$ cat src/rtl/line_pkg.sv
// Shared types and width constants for the Bresenham line engine.
package line_pkg;

    // Default signed coordinate width for x and y
    localparam int COORD_W_DEF = 11;

    // Error accumulator and doubled-error widths at the default coordinate width
    localparam int ERR_W = COORD_W_DEF + 2;
    localparam int E2_W  = COORD_W_DEF + 3;

    typedef logic signed [COORD_W_DEF-1:0] coord_t;

    typedef enum logic [1:0] {
        IDLE,
        SETUP,
        DRAW,
        WAIT
    } state_t;

    // Accumulator width for a given coordinate width
    function automatic int err_w(input int cw);
        return cw + 2;
    endfunction

    // Doubled-error width for a given coordinate width
    function automatic int e2_w(input int cw);
        return cw + 3;
    endfunction

endpackage

$ cat src/rtl/step_divider.sv
// Step pacing counter: ticks on the DIV-1'th enabled cycle after a clear.
module step_divider #(
    parameter int unsigned DIV = 2
) (
    input  logic i_clk,
    input  logic i_reset,
    input  logic i_clear,
    input  logic i_en,
    output logic o_tick
);

    localparam int unsigned CNT_W = $clog2(DIV) + 1;
    // Count value seen on the last enabled cycle of a period
    localparam logic [CNT_W-1:0] LAST = (DIV >= 2) ? CNT_W'(DIV - 2) : '0;

    logic [CNT_W-1:0] r_cnt;

    assign o_tick = i_en && (r_cnt == LAST);

    // Counter advances while enabled and wraps on the tick
    always_ff @(posedge i_clk) begin
        if (i_reset || i_clear) begin
            r_cnt <= '0;
        end else if (i_en) begin
            r_cnt <= o_tick ? '0 : r_cnt + CNT_W'(1);
        end
    end

endmodule

$ cat src/rtl/bresenham_line_engine.sv
// Bresenham line rasteriser with paced, back-pressured pixel output.
module bresenham_line_engine
    import line_pkg::*;
#(
    parameter int          COORD_W  = COORD_W_DEF,
    parameter int unsigned STEP_DIV = 750000
) (
    input  logic                      i_clk,
    input  logic                      i_reset,
    input  logic                      i_start,
    input  logic                      i_abort,
    input  logic signed [COORD_W-1:0] i_x0,
    input  logic signed [COORD_W-1:0] i_y0,
    input  logic signed [COORD_W-1:0] i_x1,
    input  logic signed [COORD_W-1:0] i_y1,
    input  logic                      i_color_in,
    input  logic                      i_pix_ready,
    output logic                      o_pix_valid,
    output logic signed [COORD_W-1:0] o_pix_x,
    output logic signed [COORD_W-1:0] o_pix_y,
    output logic                      o_pix_color,
    output logic                      o_busy,
    output logic                      o_done
);

    localparam int DW    = COORD_W + 1;
    localparam int ACC_W = err_w(COORD_W);
    localparam int DBL_W = e2_w(COORD_W);

    state_t                    r_state;
    logic signed [COORD_W-1:0] r_x0;
    logic signed [COORD_W-1:0] r_y0;
    logic signed [COORD_W-1:0] r_x1;
    logic signed [COORD_W-1:0] r_y1;
    logic signed [DW-1:0]      r_dx;     // |x1-x0|
    logic signed [DW-1:0]      r_dy;     // -|y1-y0|
    logic                      r_sx_neg;
    logic                      r_sy_neg;
    logic signed [ACC_W-1:0]   r_err;

    logic signed [DW-1:0]      w_dx_raw;
    logic signed [DW-1:0]      w_dy_raw;
    logic signed [DW-1:0]      w_dx_abs;
    logic signed [DW-1:0]      w_dy_nabs;
    logic signed [ACC_W-1:0]   w_err_init;
    logic signed [DBL_W-1:0]   w_e2;
    logic                      w_step_x;
    logic                      w_step_y;
    logic signed [ACC_W-1:0]   w_err_nxt;
    logic signed [COORD_W-1:0] w_x_nxt;
    logic signed [COORD_W-1:0] w_y_nxt;
    logic                      w_at_end;
    logic                      w_div_en;
    logic                      w_div_clear;
    logic                      w_tick;

    // Setup deltas and per-step decision from the latched endpoints and error term
    always_comb begin
        w_dx_raw   = DW'(r_x1) - DW'(r_x0);
        w_dy_raw   = DW'(r_y1) - DW'(r_y0);
        w_dx_abs   = w_dx_raw[DW-1] ? -w_dx_raw : w_dx_raw;
        w_dy_nabs  = w_dy_raw[DW-1] ? w_dy_raw : -w_dy_raw;
        w_err_init = ACC_W'(w_dx_abs) + ACC_W'(w_dy_nabs);

        w_e2      = $signed({r_err, 1'b0});
        w_step_x  = (w_e2 >= DBL_W'(r_dy));
        w_step_y  = (w_e2 <= DBL_W'(r_dx));
        w_err_nxt = r_err;
        if (w_step_x) begin
            w_err_nxt = w_err_nxt + ACC_W'(r_dy);
        end
        if (w_step_y) begin
            w_err_nxt = w_err_nxt + ACC_W'(r_dx);
        end

        w_x_nxt  = o_pix_x + (r_sx_neg ? {COORD_W{1'b1}} : COORD_W'(1));
        w_y_nxt  = o_pix_y + (r_sy_neg ? {COORD_W{1'b1}} : COORD_W'(1));
        w_at_end = (o_pix_x == r_x1) && (o_pix_y == r_y1);
    end

    // Divider only runs in WAIT, so it is already cleared on every entry
    assign w_div_en    = (r_state == WAIT);
    assign w_div_clear = (r_state != WAIT);

    step_divider #(
        .DIV (STEP_DIV)
    ) u_step_divider (
        .i_clk   (i_clk),
        .i_reset (i_reset),
        .i_clear (w_div_clear),
        .i_en    (w_div_en),
        .o_tick  (w_tick)
    );

    // Control FSM with registered outputs; abort beats start and the handshake
    always_ff @(posedge i_clk) begin
        if (i_reset) begin
            r_state     <= IDLE;
            r_x0        <= '0;
            r_y0        <= '0;
            r_x1        <= '0;
            r_y1        <= '0;
            r_dx        <= '0;
            r_dy        <= '0;
            r_sx_neg    <= 1'b0;
            r_sy_neg    <= 1'b0;
            r_err       <= '0;
            o_pix_valid <= 1'b0;
            o_pix_x     <= '0;
            o_pix_y     <= '0;
            o_pix_color <= 1'b0;
            o_busy      <= 1'b0;
            o_done      <= 1'b0;
        end else if (i_abort) begin
            r_state     <= IDLE;
            o_pix_valid <= 1'b0;
            o_busy      <= 1'b0;
            o_done      <= 1'b0;
        end else begin
            o_done <= 1'b0;
            unique case (r_state)
                IDLE: begin
                    if (i_start) begin
                        r_x0        <= i_x0;
                        r_y0        <= i_y0;
                        r_x1        <= i_x1;
                        r_y1        <= i_y1;
                        o_pix_color <= i_color_in;
                        o_busy      <= 1'b1;
                        r_state     <= SETUP;
                    end
                end
                SETUP: begin
                    r_dx        <= w_dx_abs;
                    r_dy        <= w_dy_nabs;
                    r_sx_neg    <= !(r_x0 < r_x1);
                    r_sy_neg    <= !(r_y0 < r_y1);
                    r_err       <= w_err_init;
                    o_pix_x     <= r_x0;
                    o_pix_y     <= r_y0;
                    o_pix_valid <= 1'b1;
                    r_state     <= DRAW;
                end
                DRAW: begin
                    if (i_pix_ready) begin
                        if (w_at_end) begin
                            o_pix_valid <= 1'b0;
                            o_busy      <= 1'b0;
                            o_done      <= 1'b1;
                            r_state     <= IDLE;
                        end else begin
                            if (w_step_x) begin
                                o_pix_x <= w_x_nxt;
                            end
                            if (w_step_y) begin
                                o_pix_y <= w_y_nxt;
                            end
                            r_err <= w_err_nxt;
                            if (STEP_DIV > 1) begin
                                o_pix_valid <= 1'b0;
                                r_state     <= WAIT;
                            end
                        end
                    end
                end
                WAIT: begin
                    if (w_tick) begin
                        o_pix_valid <= 1'b1;
                        r_state     <= DRAW;
                    end
                end
                default: begin
                    r_state <= IDLE;
                end
            endcase
        end
    end

endmodule

$ cat config.mk
export PLATFORM = sky130hd
export DESIGN_NAME = bresenham_line_engine
export DESIGN_NICKNAME = d
export VERILOG_FILES = /design/src/rtl/line_pkg.sv /design/src/rtl/step_divider.sv /design/src/rtl/bresenham_line_engine.sv
export SDC_FILE = /design/constraint.sdc
export NUM_CORES = 1
export LEC_CHECK = 0
export CORE_UTILIZATION = 55
export CTS_CLUSTER_DIAMETER = 40
export CTS_CLUSTER_SIZE = 40
export DETAILED_ROUTE_END_ITERATION = 6
export PLACE_DENSITY_LB_ADDON = 0.05
export SYNTH_ARGS = -nofsm -noshare
export SYNTH_HDL_FRONTEND = slang
export SYNTH_SLANG_ARGS = --single-unit
$ cat constraint.sdc
create_clock -name i_clk -period 10.8 [get_ports i_clk]
set_input_delay 2.16 -clock i_clk [delete_from_list [all_inputs] [get_ports i_clk]]
set_output_delay 2.16 -clock i_clk [all_outputs]
set_load 0.05 [all_outputs]
## Yosys cells after proc, flatten, opt, wreduce, memory -nomap -nowiden

Index checks and enable logic that the tools add are counted.

- Register bits after elaboration: 132
- Bits in latches: 0
- Memory bits (writable): 0
- ROM bits: 0
- Output and inout bits: 26
- Word-level logic and storage cells: 98
- Memories kept: 0

- Add/subtract/negate cells: 10
- $mul: 0
- Div/mod/pow operators: 0
- Order comparisons: 4
- Eq/ne operators: 14
- Shift operators: 0
- Muxes and demuxes: 31
- Bitwise logic cells: 3
- Reductions and logical operators: 19

Operators with widths:

| cell | count |
|---|---|
| 11-bit 2-to-1 mux | 8 |
| 13-bit 2-to-1 mux | 4 |
| 11-bit one-hot mux with 2 select lines | 2 |
| 13-bit by 12-bit adder with 13-bit output | 2 |
| 13-bit one-hot mux with 2 select lines | 1 |
| 12-bit 2-to-1 mux | 2 |
| 12-bit negator | 2 |
| 11-bit by 11-bit subtractor with 12-bit output | 2 |
| 11-bit adder | 2 |
| 11-bit equality test | 2 |
| 11-bit < comparator | 2 |
| 21-bit by 1-bit adder with 21-bit output, second input constant | 1 |
| 21-bit by 20-bit equality test with 1-bit output, second input constant | 1 |
| 21-bit 2-to-1 mux | 1 |
| 2-bit != test, second input constant | 8 |
| 14-bit by 12-bit >= comparator with 1-bit output | 1 |
| 14-bit by 12-bit less-or-equal comparator with 1-bit output | 1 |
| 12-bit by 12-bit adder with 13-bit output | 1 |
| 5-bit AND reduction | 2 |
| 3-bit AND reduction | 3 |
| 2-bit 2-to-1 mux | 4 |
| 2-bit one-hot mux with 4 select lines | 1 |
| 4-bit AND reduction | 2 |
| 1-bit 2-to-1 mux | 6 |
| 14 further kinds | 20 |

## Logic depth before layout (Yosys ltp)

- Depth after elaboration: 7
- Mapped depth: 23

## By module

Synthesis repeated with hierarchy kept, for this count alone.

- Cell total of the unflattened synthesis: 1333
- Area, all modules: 10313.6 um^2

By module, submodules not included:

| module | instances | cells an instance | area an instance (um^2) | seq. area each (um^2) |
|---|---|---|---|---|
| bresenham_line_engine | 1 | 1211 | 9250.1 | 2222.1 |
| step_divider | 1 | 122 | 1063.5 | 420.4 |

## Least setup slack after synthesis

No wires, ideal clock.

- Path kind: flip-flop to flip-flop
- From: reg r_dy[9]
- To: reg r_err[10]
- Data arrival time: 4001 ps
- Required time: 10680 ps
- Path slack: 6679 ps
- Stages on the path, launching flop included: 23
- Path buffers: 1
- Path through: dfxtp_1 inv_1 ha_1 a21o_1 a21o_1 a211oi_1 a2bb2oi_1 o21ai_1 buf_1 mux2_1 ha_1 inv_1 fa_1 nor2b_1 o31a_1 o211ai_1 a21oi_1 nor3_1 xnor2_1 mux2_2 nand3_1 a21oi_1 a211o_1

- Longest elaborated chain between the ends: 7
- Elaborated cells on any way between the ends: 8
- Those cells by class: add/sub: 2; order compare: 1; mux: 5

RTL lines:

| what | RTL line | text |
|---|---|---|
| start, declared | bresenham_line_engine.sv:36 | `logic signed [DW-1:0] r_dy;` |
| start signal, assigned | bresenham_line_engine.sv:135 | `r_dy <= w_dy_nabs;` |
| 13-bit by 12-bit adder with 13-bit output or 14-bit by 12-bit >= comparator with 1-bit output (tied branches) | bresenham_line_engine.sv:70, bresenham_line_engine.sv:66 |  |
| 13-bit 2-to-1 mux (*) | bresenham_line_engine.sv:69 | `if (w_step_x) begin` |
| 13-bit by 12-bit adder with 13-bit output | bresenham_line_engine.sv:73 | `w_err_nxt = w_err_nxt + ACC_W'(r_dx);` |
| 13-bit 2-to-1 mux (*) | bresenham_line_engine.sv:72 | `if (w_step_y) begin` |
| 13-bit 2-to-1 mux (*) | bresenham_line_engine.sv:146 | `if (w_at_end) begin` |
| 13-bit 2-to-1 mux (*) | bresenham_line_engine.sv:145 | `if (i_pix_ready) begin` |
| 13-bit one-hot mux with 2 select lines (*) | bresenham_line_engine.sv:121 | `unique case (r_state)` |
| end signal, assigned | bresenham_line_engine.sv:138 | `r_err <= w_err_init;` |
| end signal, assigned | bresenham_line_engine.sv:158 | `r_err <= w_err_nxt;` |
| end, declared | bresenham_line_engine.sv:39 | `logic signed [ACC_W-1:0] r_err;` |

Mark *: on every way between the ends. The rest lies on a longest branch, timed or not. The select of a mux whose other input is x is not followed.
A chain may end at the register's enable or synchronous reset.

## Worst setup path in the final report

- From: reg r_x0[4]
- To: reg r_err[12]

- Elaborated cells on any way between the ends: 5
- Those cells by class: add/sub: 3; mux: 2

RTL lines:

| what | RTL line | text |
|---|---|---|
| start, declared | bresenham_line_engine.sv:31 | `logic signed [COORD_W-1:0] r_x0;` |
| start signal, assigned | bresenham_line_engine.sv:124 | `r_x0 <= i_x0;` |
| 11-bit by 11-bit subtractor with 12-bit output | bresenham_line_engine.sv:59 | `w_dx_raw = DW'(r_x1) - DW'(r_x0);` |
| 12-bit 2-to-1 mux | bresenham_line_engine.sv:61 | `w_dx_abs = w_dx_raw[DW-1] ? -w_dx_raw : w_dx_raw;` |
| net w_dx_abs[1] | bresenham_line_engine.sv:43 | `logic signed [DW-1:0] w_dx_abs;` |
| 12-bit by 12-bit adder with 13-bit output | bresenham_line_engine.sv:63 | `w_err_init = ACC_W'(w_dx_abs) + ACC_W'(w_dy_nabs);` |
| 13-bit one-hot mux with 2 select lines | bresenham_line_engine.sv:121 |  |

The timed path passes the listed nets, and every way through them passes these cells.

==> reports/summary.txt <==
Syn Nets = 1490
Post-DP HPWL = 19800 um
Max clock buf depth = 2
Core Area = 18100 um^2
Rel. slew slack = 23.5%
Sw frac = 38.0%
Via Count = 9261
I/O Buffers = 75
Worst EP required = 11.11 ns
CTS tree = yes
Final setup vio count = 0
Sequential fraction of the synthesis area = 25.8%
DRT Wirelength = 26500 um
Routability cong. = 0.903
Clk root buf = clkbuf_16
Setup Fix Bufs, Post-CTS = 0
Ys async rst share = 0%
Cell count after synthesis = 1320
Hold Path Class = reg2reg
Max IR drop VDD = 0.147 mV
Total CTS buffers = 17
First-pass GRT wire length = 43500 um
Initial core utilization = 56.6%
Final std cells w/o fill = 1614
Commonest non-fill, non-tap cell in the layout = nand2_1
Mean Syn Cell Area = 7.76 um^2
Largest net degree at the start of global routing = 70
Fin crit period = 4.80 ns
Final #Nets = 1543
Distinct cell type count after synthesis = 77
Synth Warn # = 0
P_int = 0.00127 W
RSZ-0062 raised after global routing = false
Critical path endpoint category = flip-flop
Commonest non-fill, non-tap cells in the layout = 176 x nand2_1, 132 x dfxtp_1, 129 x nor2_1
Status = finished, final reports clean
CTS resizes = 0
Die area = 19200 um^2
N_diodes = 0
Residual DRC = 0
IO Pins = 76
Sequential share of power = 26.0%
P&R area growth vs syn = 14.9%
Leak Pwr = 4.90 nW
Share of layout cells above drive strength 1 = 4.91%
CTS H-tree depth = 4
Prevailing post-synth register cell = dfxtp_1
Worst-path maximum fanout = 8
Synth Register Bits = 132
Critical path launch point type = flip-flop
WL per Instance = 16.4 um
Worst skew pair latency = 0.43 ns
Width of the die = 138 um
Vias in the first global route = 8795
Clk_skew = 0.0120 ns
Switching power = 0.000779 W
Clock-pin slew on the worst setup and hold paths = 0.06 ns
Fmax = 208 MHz
Initial DRC Count = 502
Die H = 138 um
Overall routing resource usage = 28.3%
Via-to-Cell Ratio = 5.74
Post-synth EDFFs = 0
Count of final hold-check violations = 0
Final Max Tran Viols = 0
Grt ovf = 0
Clock Power Share = 29.4%
DRT antenna net count = 0
Sum Neg Setup Slack = 0 ns
Worst Tran Pin Value = 1.14 ns
Max_cap viols = 0
CTS Sinks = 132
Number of iterations in the first detailed-routing pass = 5
# hold bufs at CTS = 0
Row Count = 49
CP Class = reg2reg
Period Utilization, post-route = 44.5%
Placed Instances = 1583
Initial antenna violation count = 0
Power Dens Cells = 174 nW/um^2
Post-Syn Area = 10200 um^2
Comb power frac = 44.6%
CP arrival = 5.12 ns
-- synthesized netlist by cell type (4+ instances only) --
cell type	n	area, um^2
inv_1	97	364
a2111oi_0	4	35.0
nor3_1	30	150
mux2i_1	14	140
nor2b_1	16	100
o21bai_1	6	45.0
a21o_1	22	165
o31ai_1	5	37.5
a21boi_0	4	30.0
o211ai_1	8	60.1
o21a_1	9	67.6
ha_1	113	1410
nor2_1	130	488
buf_1	5	18.8
nand2b_1	12	75.1
and2_1	6	37.5
xnor2_1	60	526
a21oi_1	121	606
a211oi_1	36	270
a31oi_1	9	56.3
xor2_1	55	482
nand2_1	176	661
clkbuf_1	39	146
fa_1	7	140
dfxtp_1	132	2640
and3_1	10	62.6
mux2_2	9	101
nand4_1	18	113
nor4_1	11	68.8
nand3_1	23	115
or2_1	4	25.0
o21ai_1	7	35.0
nand3b_1	9	67.6
o21ai_0	40	200
-- final timing paths --
path	startpoint	to	slack, ns	cells past startpoint
worst min-delay path	r_x0[8]$_SDFFE_PP0P_	r_x0[8]$_SDFFE_PP0P_	0.45	2
worst max-delay path	r_x0[4]$_SDFFE_PP0P_	r_err[12]$_SDFFE_PP0P_	6.00	21
worst min register to register	r_x0[8]$_SDFFE_PP0P_	r_x0[8]$_SDFFE_PP0P_	0.45	2
worst max register to register	r_x0[4]$_SDFFE_PP0P_	r_err[12]$_SDFFE_PP0P_	6.00	21
-- power by group through the flow --
stage | sequential (W) | clock (W) | combinational [W]
after floorplan | 0.000542 | 0 | 0.000708
after global placement | 0.000542 | 0 | 0.000887
after detailed placement | 0.000543 | 0 | 0.000900
after CTS | 0.000532 | 0.000611 | 0.000907
after global routing | 0.000535 | 0.000632 | 0.00102
final | 0.000533 | 0.000604 | 0.000915
-- kinds of logic (layout without fill, tap and decap cells) --
| group | Yosys count | count (layout) | share of synthesized area (%) |
|---|---|---|---|
| flip-flops | 132 | 132 | 25.8 |
| multiplexers | 26 | 26 | 2.69 |
| adder cells (fa/ha/maj) | 120 | 120 | 15.2 |
| XOR/XNOR | 115 | 115 | 9.84 |
| buffers and inverters | 144 | 209 | 5.31 |
| AND/OR/NAND/NOR | 470 | 470 | 21.3 |
| AO/OA/AOI/OAI | 313 | 313 | 19.9 |
-- registers in the layout, indices dropped and copies added, names as in the netlist, 12 cells and up --
signal and cells:
u_step_divider.r_cnt 21, r_dx 12, r_err 13, r_dy 12
-- worst max-delay path, cell delays in order (launching register included) --
cell and delay (ns):
dfxtp_1 0.35, inv_1 0.06, ha_1 0.37, and2_1 0.18, a31oi_1 0.17, and3_1 0.30, nor3_2 0.10, o41ai_4 0.55
nand2_1 0.10, o21ai_0 0.26, inv_1 0.14, fa_1 0.47, nor2b_1 0.12, o21ai_0 0.11, a21boi_0 0.27, o21ai_0 0.15
a21o_1 0.21, a21boi_0 0.22, o21ai_0 0.15, nand2_1 0.11, nand3b_1 0.08, a41o_1 0.22
-- per-layer routing --
metal | track usage, % | up-vias | wire (um)
met5 | 0 | - | 0
met4 | 8.99 | 0 | 548
met3 | 4.26 | 35 | 970
met2 | 46.6 | 201 | 12200
met1 | 37.8 | 4307 | 12800
li1 | - | 4718 | -
-- layout make-up --
| class | count | area (um^2) |
|---|---|---|
| Tap cell | 229 | 287 |
| Fill cell | 1631 | 6320 |
| Inverter | 97 | 364 |
| Sequential cell | 132 | 2640 |
| Multi-Input combinational cell | 1044 | 7070 |
| Clock buffer | 19 | 453 |
| Timing Repair Buffer | 81 | 793 |
| Clock inverter | 12 | 154 |
-- per-stage QoR --
stage | instance area, um^2 | hold slack (ns) | util [%] | total power, W | setup slack (ns)
global route | 11800 | 0.475 | 65.0 | 0.00218 | 5.47
detailed placement | 11200 | 0.450 | 61.7 | 0.00144 | 5.89
global placement | 11200 | 0.443 | 61.7 | 0.00143 | 5.96
finish | 11800 | 0.454 | 65.0 | 0.00205 | 6.00
CTS | 11800 | 0.458 | 65.0 | 0.00205 | 6.02
floorplan | 10200 | 0.430 | - | 0.00125 | 6.68
No activity file was read; power rests on OpenSTA's default activity.
